[src/rtl/hamming_byte_assembler.sv]
// Hamming(7,4) decoder that corrects single-bit errors, pairs decoded nibbles
// into bytes (low nibble first) and queues them in a small ready/valid FIFO.
module hamming_byte_assembler #(
  parameter int FIFO_DEPTH   = 4,
  parameter int PAIR_TIMEOUT = 255
) (
  input  logic                          clk,
  input  logic                          rst,
  input  logic                          ena,
  input  logic [6:0]                    cw_in,
  input  logic                          cw_valid,
  output logic [7:0]                    m_data,
  output logic                          m_valid,
  input  logic                          m_ready,
  output logic [7:0]                    corr_count,
  output logic                          pair_err,
  output logic                          overflow,
  output logic [$clog2(FIFO_DEPTH):0]   fifo_level
);

  localparam int AW = $clog2(FIFO_DEPTH);
  localparam int TW = (PAIR_TIMEOUT > 1) ? $clog2(PAIR_TIMEOUT + 1) : 1;
  localparam logic [TW-1:0] TMO_LIMIT  = TW'(PAIR_TIMEOUT);
  localparam logic [TW-1:0] TMO_ONE    = TW'(1);
  localparam logic [AW-1:0] PTR_ONE    = AW'(1);
  localparam logic [AW:0]   LVL_ONE    = (AW + 1)'(1);
  localparam logic [AW:0]   FULL_LEVEL = (AW + 1)'(FIFO_DEPTH);

  typedef enum logic [0:0] {ASM_LOW = 1'b0, ASM_HIGH = 1'b1} asm_state_t;

  function automatic logic [2:0] hamming_syndrome(input logic [6:0] cw);
    return {cw[3] ^ cw[4] ^ cw[5] ^ cw[6],
            cw[1] ^ cw[2] ^ cw[5] ^ cw[6],
            cw[0] ^ cw[2] ^ cw[4] ^ cw[6]};
  endfunction

  // A non-zero syndrome is the 1-based position of the flipped bit.
  function automatic logic [3:0] hamming_correct(input logic [6:0] cw);
    logic [2:0] syn;
    logic [6:0] fixed;
    syn   = hamming_syndrome(cw);
    fixed = cw;
    if (syn != 3'd0) begin
      fixed[syn - 3'd1] = ~fixed[syn - 3'd1];
    end else begin
      fixed = cw;
    end
    return {fixed[6], fixed[5], fixed[4], fixed[2]};
  endfunction

  logic [2:0]      syn_s;
  logic            dec_valid_r;
  logic [3:0]      dec_nib_r;
  logic [7:0]      corr_count_r;
  asm_state_t      state_r, state_n;
  logic [3:0]      low_r, low_n;
  logic [TW-1:0]   cnt_r, cnt_n;
  logic            push_s, fire_s, pop_s, full_s, accept_s, drop_s;
  logic [7:0]      mem_r [FIFO_DEPTH];
  logic [AW-1:0]   wr_ptr_r, rd_ptr_r;
  logic [AW:0]     level_r;
  logic            overflow_r, pair_err_r;

  assign syn_s = hamming_syndrome(cw_in);

  // Stage 1: decode and register the nibble, count corrections.
  always_ff @(posedge clk) begin
    if (rst) begin
      dec_valid_r  <= 1'b0;
      dec_nib_r    <= 4'h0;
      corr_count_r <= 8'h00;
    end else if (ena) begin
      dec_valid_r <= cw_valid;
      if (cw_valid) begin
        dec_nib_r <= hamming_correct(cw_in);
        if ((syn_s != 3'd0) && (corr_count_r != 8'hFF)) begin
          corr_count_r <= corr_count_r + 8'd1;
        end
      end
    end
  end

  // Assembler state register.
  always_ff @(posedge clk) begin
    if (rst) begin
      state_r <= ASM_LOW;
      low_r   <= 4'h0;
      cnt_r   <= '0;
    end else begin
      state_r <= state_n;
      low_r   <= low_n;
      cnt_r   <= cnt_n;
    end
  end

  // Assembler next state; a completing nibble beats a simultaneous timeout.
  always_comb begin
    state_n = state_r;
    low_n   = low_r;
    cnt_n   = cnt_r;
    push_s  = 1'b0;
    fire_s  = 1'b0;
    if (ena) begin
      case (state_r)
        ASM_LOW: begin
          if (dec_valid_r) begin
            low_n   = dec_nib_r;
            cnt_n   = '0;
            state_n = ASM_HIGH;
          end else begin
            state_n = ASM_LOW;
          end
        end
        ASM_HIGH: begin
          if (dec_valid_r) begin
            push_s  = 1'b1;
            state_n = ASM_LOW;
          end else if ((PAIR_TIMEOUT != 0) && ((cnt_r + TMO_ONE) == TMO_LIMIT)) begin
            fire_s  = 1'b1;
            cnt_n   = '0;
            state_n = ASM_LOW;
          end else begin
            cnt_n = cnt_r + TMO_ONE;
          end
        end
        default: begin
          state_n = ASM_LOW;
        end
      endcase
    end else begin
      state_n = state_r;
    end
  end

  assign m_valid  = (level_r != '0);
  assign full_s   = (level_r == FULL_LEVEL);
  assign pop_s    = ena & m_valid & m_ready;
  assign accept_s = push_s & (~full_s | pop_s);
  assign drop_s   = push_s & full_s & ~pop_s;

  // Output FIFO, sticky overflow and the timeout pulse.
  always_ff @(posedge clk) begin
    if (rst) begin
      for (int i = 0; i < FIFO_DEPTH; i++) begin
        mem_r[i] <= 8'h00;
      end
      wr_ptr_r   <= '0;
      rd_ptr_r   <= '0;
      level_r    <= '0;
      overflow_r <= 1'b0;
      pair_err_r <= 1'b0;
    end else begin
      pair_err_r <= fire_s;
      if (accept_s) begin
        mem_r[wr_ptr_r] <= {dec_nib_r, low_r};
        wr_ptr_r        <= wr_ptr_r + PTR_ONE;
      end
      if (pop_s) begin
        rd_ptr_r <= rd_ptr_r + PTR_ONE;
      end
      case ({accept_s, pop_s})
        2'b10:   level_r <= level_r + LVL_ONE;
        2'b01:   level_r <= level_r - LVL_ONE;
        default: level_r <= level_r;
      endcase
      if (drop_s) begin
        overflow_r <= 1'b1;
      end
    end
  end

  assign m_data     = mem_r[rd_ptr_r];
  assign corr_count = corr_count_r;
  assign pair_err   = pair_err_r;
  assign overflow   = overflow_r;
  assign fifo_level = level_r;

endmodule

[config.mk]
export PLATFORM = sky130hd
export DESIGN_NAME = hamming_byte_assembler
export DESIGN_NICKNAME = d
export VERILOG_FILES = /design/src/rtl/hamming_byte_assembler.sv
export SDC_FILE = /design/constraint.sdc
export NUM_CORES = 1
export LEC_CHECK = 0
export CORE_UTILIZATION = 56
export DETAILED_ROUTE_END_ITERATION = 10
export GPL_TIMING_DRIVEN = 0
export PLACE_DENSITY = 0.79
export SLEW_MARGIN = 20
export SYNTH_ARGS = -nofsm -noshare
export SYNTH_HDL_FRONTEND = slang
export SYNTH_SLANG_ARGS = --single-unit
[constraint.sdc]
create_clock -name clk -period 2.7 [get_ports clk]
set_input_delay 0.405 -clock clk [delete_from_list [all_inputs] [get_ports clk]]
set_output_delay 0.405 -clock clk [all_outputs]
set_load 0.005 [all_outputs]
Yosys cells after proc, flatten, opt, wreduce, memory -nomap -nowiden:

Memories as Yosys holds them, arrays and structs flattened. A register that Yosys moved wholly into a read port is not among the register bits.
Cells that the tools add are included.

* bits in registers: 35
* memory bits (writable): 32
* output and inout bits: 22
* logic and storage cells: 87
* memories kept: 1

* add/sub/neg operators: 7
* order comparisons: 2
* equality and inequality tests: 7
* mux-type cells: 28
* bitwise operators: 20
* reduce and logical (&&, ||, !) cells: 11

Memories
* mem_r: words 4, width 8, read ports 1, clocked after Yosys merged registers in 1, wr ports 4, RTL line 59 `logic [7:0] mem_r [FIFO_DEPTH];`

Operators by type and width (count)
* $mux 8: 4
* $add 8x1->8 const B: 2
* $pmux 8 s2: 1
* $mux 1: 14
* $reduce_and 3->1: 3
* $xor 1x1->1: 9
* $eq 8x8->1 const B: 1
* $ne 8x8->1 const B: 1
* $reduce_or 8->1: 1
* $bwmux 7: 1
* $mux 7: 1
* $mux 2: 3
* $pmux 3 s2: 1
* $reduce_bool 3->1: 2
* $sub 3x1->3 const B: 2
* $and 1x1->1: 5
* $not 1->1: 5
* $add 2x1->2 const B: 2
* $lt 3x4->1 const B: 1
* $ne 2x2->1 const B: 2
* $reduce_or 4->1: 1
* $add 3x1->3 const B: 1
* $bmux 1 s3: 1
* $demux 1 s3: 1
* other kinds (9): 10

Depth between registers and ports, before layout:

* word-level depth: 10
* gate-level depth with buffers: 9
* depth with buffers taken out: 9

Least setup slack after synthesis:

No wires, ideal clock.

* kind: input to register
* start point: in cw_in[2]
* end point: reg corr_count_r[6], in the netlist corr_count[6]
* arrival: 2.360 ns
* data required time: 2.631 ns
* slack: 0.272 ns
* stages on the path: 9
* path buffers: 0
* path through: xor2_1 xnor2_1 ha_1 ha_1 ha_1 and3b_1 o211ai_2 or4_1 o21ai_1

* cells in the longest elaborated chain, start to end: 6

Ends and longest elaborated chain
* from (decl): RTL line 10 `input logic [6:0] cw_in,`
* $xor 1x1->1, on equally long branches (3 in a row): RTL line 34, 33
* $reduce_bool 3->1 (*): RTL line 76 `if ((syn_s != 3'd0) && (corr_count_r != 8'hFF)) begin`
* $logic_and 1x1->1 (*): RTL line 76
* $reduce_and 3->1 (no line) (*)
* to (signal assigned): RTL line 77 `corr_count_r <= corr_count_r + 8'd1;`
* to (decl): RTL line 54 `logic [7:0] corr_count_r;`

Every way passes the cells marked *; elsewhere a longest branch is shown, timed or not.
A chain may end at the register's enable or synchronous reset.

Final worst setup path:

* start point: in ena
* end point: reg level_r[2], in the netlist fifo_level[2]

* cells in the longest elaborated chain, start to end: 6

Ends and longest elaborated chain
* from (decl): RTL line 9 `input logic ena,`
* $and 1x1->1 (*) (2 in a row): RTL line 137 `assign pop_s = ena & m_valid & m_ready;`
* net pop_s: RTL line 58 `logic push_s, fire_s, pop_s, full_s, accept_s, drop_s;`
* $or 1x1->1: RTL line 138 `assign accept_s = push_s & (~full_s | pop_s);`
* $and 1x1->1: RTL line 138
* $eq 2x1->1 / $eq 2x2->1 (equally long branches): RTL line 161 `case ({accept_s, pop_s})`
* $pmux 3 s2 / $reduce_bool 2->1 (equally long branches)
* to (signal assigned): RTL line 162 `2'b10: level_r <= level_r + LVL_ONE;`
* to (signal assigned): RTL line 163 `2'b01: level_r <= level_r - LVL_ONE;`
* to (signal assigned): RTL line 164 `default: level_r <= level_r;`
* to (decl): RTL line 61 `logic [AW:0] level_r;`

Mark *: on every way through the listed nets, which the timed path passes. The rest lies on a longest branch.

==> summary.txt <==
Status
  • Status: finished clean

STA
  • Final worst path period need: 2.56 ns
  • Skew final: 0.00637 ns
  • Worst Setup Slack, final: 0.142 ns
  • Setup_tns: 0 ns
  • Worst-Margin Slew: 0.876 ns
  • Hold Fails Final Rpt: 0
  • Slew headroom: 41.5%
  • Max Freq: 391 MHz
  • Slew Viols, Final: 0
  • Final setup violation count: 0
  • Final period utilization: 94.7%
  • Unrepaired setup endpoints after global routing: false

Synthesis
  • Share of the synthesized area in the top cell type: 29.5%
  • Synth Register Bits: 69
  • List of most frequent post-synthesis cells: 37 x dfxtp_1, 34 x and2_1, 32 x edfxtp_1
  • Cell variety after synth: 52
  • Top FF cell, synth: dfxtp_1
  • Post-Syn Instances: 287
  • YS warnings: 0
  • Sequential area share after synthesis: 52.3%
  • Cell Area, Synth: 3250 um2
  • Yosys top cell by area: edfxtp_1
  • Count leader, synth: dfxtp_1
  • Syn_area_per_cell: 11.3 um2
  • Mapped Nets: 308
  • Synth area leaders: edfxtp_1 30%, dfxtp_1 23%, and2_1 6.5%
  • Synth async-reset ratio: 0%
  • Post-synth EDFFs: 32

Detailed routing
  • Final wirelength: 6110 um
  • Routed vias: 2253
  • Routed vias/inst: 5.51
  • Iter 0 DRT Violations: 110
  • Drt first pass iters: 4
  • Average wire per standard cell: 14.9 um
  • Antenna Violating Nets Remaining: 0
  • DR DRC count: 0

Floorplanning
  • Die area: 6120 um2
  • FP Rows: 27
  • Std-Cell Core Area: 5540 um2
  • Boundary Pins: 34
  • Starting Density: 58.7%
  • Chip height: 78.2 um
  • Chip width: 78.2 um

Job
  • Max cap viols: 0

Clocking
  • Bufs on Longest Clock Path: 2
  • H-tree depth: 3
  • Worst-skew pair later-pin latency: 0.33 ns
  • Clock Sinks: 69
  • Clk root buf: clkbuf_8
  • Num CTS Buffers: 9
  • CTS tree: built
  • Clock Pin Slew Worst Setup and Hold Paths: 0.07 ns

Power and ir drop
  • Leakage power: 1.37 nW
  • Maximum vdd drop: 0.000429 V
  • Cell Pwr Density: 524 nW/um2
  • Total Power: 0.00202 W

Placed design
  • Post-Place Setup Slack: -0.525 ns
  • GPL Wtd Cong: 0.845
  • Placed Area: 3670 um2
  • I/O Buffers: 33
  • DP HPWL: 4330 um

Global routing
  • Largest net degree at the start of global routing: 12
  • Number of global-route vias before repair: 2202
  • Grt ovf: 0
  • First-pass GRT wire length: 10200 um
  • Initial antenna violation count: 0
  • Total global-route track usage: 22.0%

Worst setup path
  • CP peak stage delay: 0.62 ns
  • Critical Path, Cell by Cell: clkdlybuf4s50_1 > buf_2 > o311a_1 > ha_1 > inv_1 > fa_1 > xor2_1 > or3_1 > a21oi_1
  • Critical-path maximum fanout: 10
  • Setup crit end kind: flip-flop
  • Worst setup SP type: input pin
  • WP buf/inv: 3
  • WP data required: 2.96 ns
  • CP Class: in -> reg
  • Worst Path Arrival: 2.82 ns
  • Slowest cell on the critical path: clkdlybuf4s50_1
  • Kind of cell adding the most delay to the critical path: buffers and inverters

Layout
  • Final net count: 353
  • ANT cells: 0
  • Fin area: 3850 um2
  • Area growth, synth to finish: 18.3%
  • Fill cells: 455
  • Layout cell share with drive strength beyond 1: 11.0%
  • Final core occ: 69.5%

Min path
  • Hold crit path type: reg -> reg
[cell families (layout without fill, tap and decap cells)]
logic type / after synthesis / in the layout / synth area share, %
adders and majority gates: 9 / 9 / 3.69
muxes: 13 / 13 / 7.08
and+or+nand+nor: 123 / 123 / 21.3
AOI/OAI and AO/OA: 36 / 36 / 7.42
DFF: 69 / 69 / 52.3
xor gates and xnor gates: 23 / 23 / 6.42
buffers and inverters: 14 / 64 / 1.73
[power by group]
| group | switching, W | internal, W | leakage (nW) |
|---|---|---|---|
| Combinational | 0.0000950 | 0.0000880 | 0.656 |
| Sequential | 0.0000182 | 0.00112 | 0.629 |
| Clock | 0.000373 | 0.000327 | 0.0829 |
| Total | 0.000486 | 0.00153 | 1.37 |
[tightest hold or removal path, cell delays in order, from the launching register on]
cell     delay (ns)
dfxtp_1        0.33
nand2_1        0.06
o21ai_1        0.05
[through the flow]
step,hold WS (ns),instances
CTS,0.479,409
detailed placement,0.459,392
global route,0.528,409
floorplan,0.447,287
global placement,0.456,392
finish,0.476,409
[worst paths after layout]
check | to | start | slack (ns) | cells past startpoint
worst max-delay path | fifo_level[2]$_SDFFE_PP0P_ | ena | 0.14 | 9
worst min-delay path | cnt_r[7]$_SDFFE_PP0P_ | cnt_r[7]$_SDFFE_PP0P_ | 0.48 | 2
worst max register to register | fifo_level[2]$_SDFFE_PP0P_ | fifo_level[1]$_SDFFE_PP0P_ | 0.29 | 8
worst min register to register | cnt_r[7]$_SDFFE_PP0P_ | cnt_r[7]$_SDFFE_PP0P_ | 0.48 | 2
[metal layers]
layer / wire length (um) / vias to the layer above / global-route usage (%)
li1: - / 1125 / -
met1: 2710 / 1081 / 26.3
met2: 3150 / 38 / 38.2
met3: 159 / 9 / 3.95
met4: 98 / 0 / 10.6
met5: 0 / - / 0
[what timing repair did]
action,4_1_cts,5_1_grt
hold buffers,0,0
cloned,0,0
buffers inserted,1,0
setup endpoints to repair,4,1
gates resized for setup,3,2
pin swaps,2,0
[registers in the layout, indices dropped and copies added, names as in the netlist, 2 cells and up, named ones only]
signal / cells
low_r: 4
rd_ptr_r: 2
corr_count: 8
mem_r: 32
dec_nib_r: 4
fifo_level: 3
cnt_r: 8
wr_ptr_r: 2
[layout by cell type, fill, tap and decap left out, types with 5 or more instances in the layout]
cell             netlist  final
clkbuf_1               3      5
mux2i_1                5      5
nor2_1                25     25
inv_1                  6      6
mux4_2                 8      8
o21ai_1                7      7
nand2_1               23     23
clkdlybuf4s50_1        0     31
xnor2_1               11     11
and2_1                34     34
edfxtp_1              32     32
dfxtp_1               37     37
clkbuf_8               0      9
xor2_1                11     11
a21oi_1                7      7
nand3_1                5      5
ha_1                   8      8
[layout make-up]
| cell class | instances | area (um2) | share of cell area, % |
|---|---|---|---|
| Sequential cell | 69 | 1700 | 44.2 |
| Multi-Input combinational cell | 204 | 1510 | 39.2 |
| Timing Repair Buffer | 34 | 335 | 8.71 |
| Clock buffer | 11 | 131 | 3.41 |
| Tap cell | 72 | 90.1 | 2.34 |
| Buffer | 8 | 33.8 | 0.877 |
| Clock inverter | 5 | 27.5 | 0.715 |
| Inverter | 6 | 22.5 | 0.585 |
No activity file was read; power rests on OpenSTA's default activity.
